File: src/rtl/mux_arbiter.sv
// mux_arbiter
//   Two-requester round-robin arbiter that owns the select of a shared 2:1
//   datapath mux. Grants are one-hot and registered. Once granted, a
//   requester keeps the bus for as long as its request stays high.
//
//   Optional feature macro: ARB_TIMEOUT_EN
//     defined   - a hold counter forces rotation after MAX_HOLD consecutive
//                 grant cycles, but only while the other requester is waiting
//     undefined - the owner keeps the grant until it drops its request
//
// Parameters
//   width     data width of IN1, IN2 and OUT
//   MAX_HOLD  maximum consecutive grant cycles before forced rotation (>=1)
//
// Ports
//   CLK   in   clock, rising edge
//   RST   in   asynchronous reset, active-low
//   REQ0  in   request from requester 0
//   REQ1  in   request from requester 1
//   IN1   in   data from requester 0
//   IN2   in   data from requester 1
//   GNT0  out  grant to requester 0 (registered)
//   GNT1  out  grant to requester 1 (registered)
//   SEL   out  mux select, 0 -> IN1, 1 -> IN2 (registered)
//   OUT   out  SEL ? IN2 : IN1
//   BUSY  out  GNT0 | GNT1
//
// state | meaning
// ------+------------------------------------------
// IDLE  | no owner; SEL keeps its last value
// G0    | requester 0 owns the bus (GNT0=1, SEL=0)
// G1    | requester 1 owns the bus (GNT1=1, SEL=1)

module mux_arbiter #(
  parameter int width    = 32,
  parameter int MAX_HOLD = 8
) (
  input  logic             CLK,
  input  logic             RST,
  input  logic             REQ0,
  input  logic             REQ1,
  input  logic [width-1:0] IN1,
  input  logic [width-1:0] IN2,
  output logic             GNT0,
  output logic             GNT1,
  output logic             SEL,
  output logic [width-1:0] OUT,
  output logic             BUSY
);

  typedef enum logic [1:0] {
    IDLE = 2'd0,
    G0   = 2'd1,
    G1   = 2'd2
  } state_t;

  state_t state, state_nxt;
  logic   last;
  logic   sel_q;
  logic   force0;  // owner 0 must yield to a waiting requester 1
  logic   force1;  // owner 1 must yield to a waiting requester 0

`ifdef ARB_TIMEOUT_EN
  localparam int CW = $clog2(MAX_HOLD + 1);
  localparam logic [CW-1:0] HOLD_LIM = CW'(MAX_HOLD - 1);

  logic [CW-1:0] hold_cnt;
  logic          at_lim;

  assign at_lim = (hold_cnt == HOLD_LIM);
  assign force0 = at_lim && REQ1;
  assign force1 = at_lim && REQ0;

  // Cleared on every grant entry; saturates at the limit so a lone owner
  // keeps the bus and yields at the first edge the other side asks.
  always_ff @(posedge CLK or negedge RST) begin
    if (!RST) begin
      hold_cnt <= '0;
    end else if ((state_nxt != state) && (state_nxt != IDLE)) begin
      hold_cnt <= '0;
    end else if ((state != IDLE) && !at_lim) begin
      hold_cnt <= hold_cnt + CW'(1);
    end
  end
`else
  logic unused_hold;

  assign force0      = 1'b0;
  assign force1      = 1'b0;
  assign unused_hold = (MAX_HOLD > 0);
`endif

  always_comb begin
    state_nxt = state;
    case (state)
      IDLE: begin
        if (REQ0 && REQ1) begin
          state_nxt = last ? G0 : G1;
        end else if (REQ0) begin
          state_nxt = G0;
        end else if (REQ1) begin
          state_nxt = G1;
        end
      end
      G0: begin
        if (REQ0 && !force0) begin
          state_nxt = G0;
        end else if (REQ1) begin
          state_nxt = G1;
        end else begin
          state_nxt = IDLE;
        end
      end
      G1: begin
        if (REQ1 && !force1) begin
          state_nxt = G1;
        end else if (REQ0) begin
          state_nxt = G0;
        end else begin
          state_nxt = IDLE;
        end
      end
      default: state_nxt = IDLE;
    endcase
  end

  always_ff @(posedge CLK or negedge RST) begin
    if (!RST) begin
      state <= IDLE;
    end else begin
      state <= state_nxt;
    end
  end

  // SEL and LAST move only on grant entry, so SEL parks on the last owner
  // while idle.
  always_ff @(posedge CLK or negedge RST) begin
    if (!RST) begin
      sel_q <= 1'b0;
      last  <= 1'b1;
    end else if ((state_nxt == G0) && (state != G0)) begin
      sel_q <= 1'b0;
      last  <= 1'b0;
    end else if ((state_nxt == G1) && (state != G1)) begin
      sel_q <= 1'b1;
      last  <= 1'b1;
    end
  end

  assign GNT0 = (state == G0);
  assign GNT1 = (state == G1);
  assign BUSY = GNT0 | GNT1;
  assign SEL  = sel_q;
  assign OUT  = sel_q ? IN2 : IN1;

endmodule

File: config.mk
export PLATFORM = sky130hd
export DESIGN_NAME = mux_arbiter
export DESIGN_NICKNAME = d
export VERILOG_FILES = /design/src/rtl/mux_arbiter.sv
export SDC_FILE = /design/constraint.sdc
export NUM_CORES = 1
export LEC_CHECK = 0
export CORE_UTILIZATION = 23
export DETAILED_ROUTE_END_ITERATION = 10
export PLACE_DENSITY = 0.92
export SLEW_MARGIN = 20
export SYNTH_ARGS = -nofsm -noshare
export SYNTH_HDL_FRONTEND = slang
export SYNTH_SLANG_ARGS = --single-unit
export TNS_END_PERCENT = 20
File: constraint.sdc
create_clock -name CLK -period 1.9 [get_ports CLK]
set_input_delay 0.38 -clock CLK [delete_from_list [all_inputs] [get_ports CLK]]
set_output_delay 0.38 -clock CLK [all_outputs]
set_load 0.05 [all_outputs]
=== Word-level counts from Yosys, hierarchy flattened ===
Index checks and enable logic that the tools add are counted.

* Add/subtract/negate cells: 0
* Multipliers: 0
* Div/mod/pow operators: 0
* Magnitude comparators: 0
* Eq/ne operators: 6
* Shift operators: 0
* Muxes and demuxes: 12
* Bitwise gates (word level): 1
* Reduce and logical (&&, ||, !) cells: 5

{| class="wikitable"
|+ Operators by type and width
! kind !! count
|-
| 32-bit two-way mux || 1
|-
| 2-bit two-way mux || 7
|-
| 2-bit one-hot mux with 3 select lines || 1
|-
| 2-bit by 1-bit equality test with 1-bit output, second input constant || 2
|-
| 2-bit equality test, second input constant || 2
|-
| 1-bit logical AND || 3
|-
| 1-bit two-way mux || 3
|-
| 2-bit zero test || 1
|-
| 2-bit by 1-bit != test with 1-bit output, second input constant || 1
|-
| 2-bit != test, second input constant || 1
|-
| 2-bit nonzero test || 1
|-
| 1-bit OR || 1
|}

* Register bits after elaboration: 4
* Bits in latches: 0
* RAM bits: 0
* ROM bits: 0
* Input bits: 68
* Output and inout bits: 36
* Logic and storage cells: 27
* Memories kept: 0

=== Logic depth before layout (Yosys ltp) ===
Gate-level depths: netlist (run 1).

* Word-level depth: 8
* Gate-level depth with buffers: 6

=== Worst setup path before layout (run 1) ===
No wires, ideal clock.

* Path type: register to output
* From: register sel_q (netlist: SEL)
* To: output OUT[12]
* Arrival time: 1600 ps
* Required time: 1520 ps
* Path slack: -80 ps
* Stages on the path, launching flop included: 4
* Buffers on the path: 2
* Cell sequence: dfrtp_1 -> clkbuf_1 -> buf_4 -> mux2_1

* Longest elaborated chain between the ends: 1

{| class="wikitable"
|+ RTL lines
! item !! RTL line !! source
|-
| start, declared || 59 || <nowiki>logic sel_q;</nowiki>
|-
| start signal, assigned || 139 || <nowiki>sel_q <= 1'b0;</nowiki>
|-
| start signal, assigned || 142 || <nowiki>sel_q <= 1'b0;</nowiki>
|-
| start signal, assigned || 145 || <nowiki>sel_q <= 1'b1;</nowiki>
|-
| 32-bit two-way mux || 154 || <nowiki>assign OUT = sel_q ? IN2 : IN1;</nowiki>
|-
| end, declared || 47 || <nowiki>output logic [width-1:0] OUT,</nowiki>
|}

No other way between the ends.

=== Worst setup path after layout (run 1) ===
* From: register sel_q (netlist: SEL)
* To: output OUT[23]

Same word-level chain as after synthesis.

==> results.toml, run 1 <==
[status]
outcome = "finished, violations left"
violations = "DRC"

[final_layout]
multi_input_area_um2 = 544.3
final_core_util = 0.6311
fill_cells = 226
sequential_cell_area_um2 = 102.6
syn2layout_area_growth_pct = 155.0
drive_above_1_share = 0.2955
finalNetCount = 249
num_antenna_cells = 0

[yosys]
yosys-top-cells-area = "sky130_fd_sc_hd__mux2_1 (39%), sky130_fd_sc_hd__mux2_2 (13%), sky130_fd_sc_hd__dfrtp_1 (11%), sky130_fd_sc_hd__ha_1 (7.2%), sky130_fd_sc_hd__dfstp_2 (3.8%)"
post-synth-top-count-cell = "sky130_fd_sc_hd__mux2_1"
async_reset_ff_frac = 1.000
synth-warning-count = 0
netlist.top_cell.by_area = "sky130_fd_sc_hd__mux2_1"
syn_inst = 71
synth-seq-area-share = 0.1459
synthFlopType = "sky130_fd_sc_hd__dfrtp_1"
synth-edff-count = 0
syn_avg_cell_area_um2 = 9.781
post_synth_num_cell_types = 22
netlist.area_leader.share = 0.3892
total_of_flip_flops_plus_latches_after_synthesis = 4
post_synth_most_frequent_cells = "sky130_fd_sc_hd__mux2_1 (24), sky130_fd_sc_hd__mux2_2 (8), sky130_fd_sc_hd__inv_1 (6)"
synth_nets = 143
syn_area_um2 = 694.4

[timing]
min_period_ns = 1.825
min_period_over_period = 0.9605
setup_violations = 0
post-route-worst-setup-slack_ns = 0.07497
total_negative_slack_for_setup_checks_ns = 0
final.setup_skew_ns = 0.01180
hold_violations = 0
tightest_slew_ns = 0.2452
rsz0062_at_grt = "no"
max_clock_freq_mhz = 547.9
maxSlewViolCount = 0
slew-limit-headroom = 0.8339

[setup_path]
setup.worst_path.end_class = "primary output"
r2r_start = "state[1]"
critPathCapture = "OUT[23]"
reg2reg_depth = 6
crit_path_max_fanout = 16
startpoint_type = "flop"
critPathRequiredTime_ns = 1.52
regToRegEndpoint = "SEL"
crit_path_top_delay_cell = "sky130_fd_sc_hd__dfrtp_2"
setup.reg_to_reg.worst_slack_ns = 0.24
critPathLaunch = "SEL"
timing_worst_setup_path_type = "flop to primary output"
critical_path.cell_chain = "buf_12 > mux2_1 > buf_4"
critical_path.max_stage_delay_ns = 0.46
cp.arrival_ns = 1.45

[floorplanning]
floorplan.die.height_um = 56.95
dieArea_mm2 = 0.003243
fp-row-count = 19
core-area_mm2 = 0.002805
die-width_um = 56.95
io-pin-count = 104
floorplan.initialDensity = 0.2475

[cts]
clock_tree.buffer_depth = 2
number_of_sinks_on_the_clock_net = 4
tritoncts_clock_tree = "yes"
clock_pin_slew_on_the_worst_setup_and_hold_paths_ns = 0.05
clock_tree.htree_level_count = 1
tritoncts.num_buffers = 3
cts_post_setup_buffers_inserted = 0
cts.repair.resized = 0
ctsRootBufferMaster = "sky130_fd_sc_hd__clkbuf_4"
clk-insertion-delay-late_ns = 0.25

[power]
power_leakage_nw = 0.7633
power.total_mw = 2.769
power.ir.vdd_worst_uv = 1094
power.density_cell_area_mw_per_mm2 = 1564

[global_routing]
largest_net_degree_at_the_start_of_global_routing = 32
first_global_vias = 1024
grt_first_pass_wirelength_um = 4871
globalRouteOverflowTotal = 0
global_route.usage.total = 0.1914
grt_antenna_before_repair = 0

[routing]
via_per_inst = 4.652
first_iter_violations = 69
drt_pass1_iterations = 8
wl_um = 3176
drt_drc_violations_left = 20
routed-via-count = 963
antenna_left = 0
post_drt_wl_per_cell_um = 15.34

[place]
number_of_port_buffers = 103
globalplace.congestion = 0.7786
detailedPlace.worstSlack_ns = 0.1220
dp_hpwl_um = 2569

[flow_run]
max_cap_violations = 0

[worst_hold_path]
min-delay-path-class = "input pin to asynchronous set/reset pin"
cell type report:
cell class / count / area share
well taps: 31 / 0.02191
flip-flops and latches: 4 / 0.05795
inverters: 6 / 0.01272
repair buffers: 105 / 0.5852
clock buffers: 4 / 0.01484
multi-input cells: 57 / 0.3074
layout by cell type, fill, tap and decap left out, drive strengths merged:
cell type,netlist,final
nand3,1,1
a21oi,2,2
clkbuf,1,5
clkdlybuf4s50,0,67
buf,3,37
a211oi,1,1
ha,4,4
dfrtp,3,3
o221a,1,1
nand2,1,1
inv,6,6
nand2b,1,1
dfstp,1,1
nand3b,3,3
o21ai,3,3
mux2,32,32
nor2b,1,1
nor2,4,4
o311ai,1,1
a211o,1,1
o2bb2ai,1,1
worst max-delay path: cells and delay by family (launching register included):
family                 cells  cell delay, ns
flip-flops                 1            0.46
buffers and inverters      2            0.38
multiplexers               1            0.36
cells by family after synthesis:
group	synth area share
buf+inv	0.07026
compound gates	0.1081
flops	0.1459
simple gates	0.08468
mux	0.5189
fa+ha+maj	0.07207
worst min-delay path by stage:
stage                          end  slack [ns]  startpoint
after floorplan                SEL        0.08         RST
after global placement        last        0.50        last
after detailed placement      last        0.53        last
after CTS                 state[0]        0.33         RST
after global routing      state[0]        0.33         RST
final                     state[0]        0.32         RST
power by group:
group | leakage (nW) | switching (mW) | total (mW) | internal (mW)
sequential | 0.0464 | 0.0636 | 0.203 | 0.140
combinational | 0.702 | 1.46 | 2.44 | 0.984
clock | 0.0150 | 0.0452 | 0.125 | 0.0794
total | 0.763 | 1.57 | 2.77 | 1.20
sequential cells by signal, summed over array words and instances, names as in the netlist:
signal	cells
state	2
SEL	1
last	1
stage by stage:
stage / instances / area [um2] / hold slack (ns)
3_5_place_dp: 202 / 1719 / 0.5256
3_3_place_gp: 202 / 1719 / 0.4993
2_1_floorplan: 71 / 695.7 / 0.08441
4_1_cts: 206 / 1745 / 0.3269
5_1_grt: 207 / 1770 / 0.3308
6_report: 207 / 1770 / 0.3242
routing by layer:
layer / vias to the layer above / share of wire / track usage
li1: 469 / - / -
met1: 431 / 0.38 / 0.2167
met2: 55 / 0.49 / 0.3395
met3: 8 / 0.11 / 0.05669
met4: 0 / 0.025 / 0.06969
met5: - / 0 / 0
timing repair:
| action | in CTS | in global routing |
|---|---|---|
| endpoints found under the setup margin | 0 | 1 |
| endpoints found under the hold margin | 0 | 0 |
| hold buffers | 0 | 0 |
(Power assumes the default switching activity.)
==> inputs of run 2 (changes only) <==
--- a/config.mk
+++ b/config.mk
@@ -5,7 +5,10 @@
 export SDC_FILE = /design/constraint.sdc
 export NUM_CORES = 1
 export LEC_CHECK = 0
+export CORE_ASPECT_RATIO = 0.8
+export CORE_MARGIN = 2
 export CORE_UTILIZATION = 23
+export CTS_CLUSTER_DIAMETER = 50
 export DETAILED_ROUTE_END_ITERATION = 10
 export PLACE_DENSITY = 0.92
 export SLEW_MARGIN = 20
==> run 2 against run 1 <==
The run now ends clean. Count of clock-buffer cells in the layout stayed put. Clock power grew 57%. First-iteration DRC count decreased by 72%.
==> results.toml, run 2 (synthesized netlist as in run 1, its figures left out) <==
[timing]
setup_violations = 0
slew-limit-headroom = 0.8261
rsz0062_at_grt = "no"
min_period_ns = 1.739
hold_violations = 0
tightest_slew_ns = 0.2567
max_clock_freq_mhz = 575.1
min_period_over_period = 0.9152
maxSlewViolCount = 0
final.setup_skew_ns = 0.002499
total_negative_slack_for_setup_checks_ns = 0

[global_routing]
first_global_vias = 1022
largest_net_degree_at_the_start_of_global_routing = 35
globalRouteOverflowTotal = 0
grt_antenna_before_repair = 0
global_route.usage.total = 0.1606
grt_first_pass_wirelength_um = 4271

[cts]
clock_tree.buffer_depth = 2
tritoncts.num_buffers = 3
clock_pin_slew_on_the_worst_setup_and_hold_paths_ns = 0.03
cts-hold-fix-buffers = 0
number_of_sinks_on_the_clock_net = 4
ctsRootBufferMaster = "sky130_fd_sc_hd__clkbuf_8"
cts_post_setup_buffers_inserted = 0
cts.repair.resized = 0
tritoncts_clock_tree = "yes"
clk-insertion-delay-late_ns = 0.22
clock_tree.htree_level_count = 1

[routing]
antenna_left = 0
post_drt_wl_per_cell_um = 13.73
first_iter_violations = 19
drt_drc_violations_left = 0
drt_pass1_iterations = 4
routed-via-count = 967
via_per_inst = 4.540
wl_um = 2924

[final_layout]
syn2layout_area_growth_pct = 155.3
num_antenna_cells = 0
mostFrequentLayoutCell = "sky130_fd_sc_hd__clkdlybuf4s50_1"
max_flop_register = "state"
commonest_non_fill_non_tap_cells_in_the_layout = "sky130_fd_sc_hd__clkdlybuf4s50_1 (67), sky130_fd_sc_hd__buf_4 (32), sky130_fd_sc_hd__mux2_1 (24)"
fill_cells = 234
finalNetCount = 248
flip_flop_count_of_the_largest_register_after_layout = 2
finalInstanceArea_mm2 = 0.001773
drive_above_1_share = 0.2914

[setup_path]
setup.worst_path.end_class = "primary output"
critical_path.max_stage_delay_ns = 0.37
startpoint_type = "flop"
crit_path_max_fanout = 34
critical_path.cell_chain = "buf_12 > mux2_2 > buf_4"
timing_worst_setup_path_type = "flop to primary output"
crit_path_top_delay_cell = "sky130_fd_sc_hd__mux2_2"
cp.arrival_ns = 1.36
critPathRequiredTime_ns = 1.52

[power]
power.ir.vdd_worst_uv = 1288
power_leakage_nw = 0.7589
power.total_mw = 2.763
power.density_cell_area_mw_per_mm2 = 1558

[place]
globalplace.congestion = 0.8607
place_area_mm2 = 0.001728
number_of_port_buffers = 103
dp_hpwl_um = 2472

[floorplanning]
floorplan.die.height_um = 53.15
core-area_mm2 = 0.002808
fp-row-count = 17
dieArea_mm2 = 0.003477
die-width_um = 65.43
io-pin-count = 104
floorplan.initialDensity = 0.2473

[flow_run]
max_cap_violations = 0

[worst_hold_path]
min-delay-path-class = "input pin to asynchronous set/reset pin"

[status]
outcome = "finished clean"
run 2: changes by cell type in the layout (fill, tap and decap cells not counted):
cell,before,now
sky130_fd_sc_hd__clkbuf_8,0,3
sky130_fd_sc_hd__clkbuf_4,3,0
sky130_fd_sc_hd__clkbuf_16,1,0
run 2: path summary, 6_finish.rpt:
check,to,slack [ns],depth (start not counted),startpoint
setup / recovery,OUT[8],0.16,3,SEL
max in group asynchronous,last,1.29,1,RST
hold / removal,state[0],0.36,1,RST
setup reg to reg,SEL,0.30,6,state[1]
hold reg to reg,last,0.53,2,last
min in group CLK,last,0.53,2,last
run 2: routing by layer:
metal,routed length (um),vias to the layer above,global-route usage,share of wire
met1,1019,439,0.1494,0.35
met4,44,0,0.07292,0.015
met5,0,-,0,0
met3,287,6,0.03830,0.098
met2,1573,56,0.3316,0.54
li1,-,466,-,-
run 2: layout make-up:
class                           count  area [um2]  share of cell area
Clock buffer                        4       45.04             0.02541
Inverter                            6       22.52             0.01270
Multi-Input combinational cell     57       544.3              0.3070
Sequential cell                     4       102.6             0.05787
Tap cell                           38       47.55             0.02682
Timing Repair Buffer              104        1011              0.5702
run 2: where the power goes:
part	total [mW]	switching, mW	internal, mW
Combinational	2.39	1.45	0.939
Clock	0.196	0.0521	0.144
Sequential	0.179	0.0386	0.140
Total	2.76	1.54	1.22
run 2: worst max-delay path: cells and delay by family (launching register included):
family                 cells  cell delay (ns)
buffers and inverters      2             0.40
flip-flops                 1             0.36
multiplexers               1             0.37
run 2: metrics by stage:
step                worst slack, ns  hold WS (ns)    util  cells
floorplan                   0.04234       0.08441       -     71
CTS                          0.1461        0.3682  0.6315    213
detailed placement           0.1040        0.5105  0.6154    209
global placement             0.1862        0.4972  0.6154    209
finish                       0.1612        0.3638  0.6315    213
global route                 0.1200        0.3683  0.6315    213
==> inputs of run 3 (changes only) <==
--- a/config.mk
+++ b/config.mk
@@ -5,6 +5,7 @@
 export SDC_FILE = /design/constraint.sdc
 export NUM_CORES = 1
 export LEC_CHECK = 0
+export CAP_MARGIN = 20
 export CORE_ASPECT_RATIO = 0.8
 export CORE_MARGIN = 2
 export CORE_UTILIZATION = 23
==> results of run 3 <==
Same layout as run 2: the final DEF is identical, and so are final timing and power.
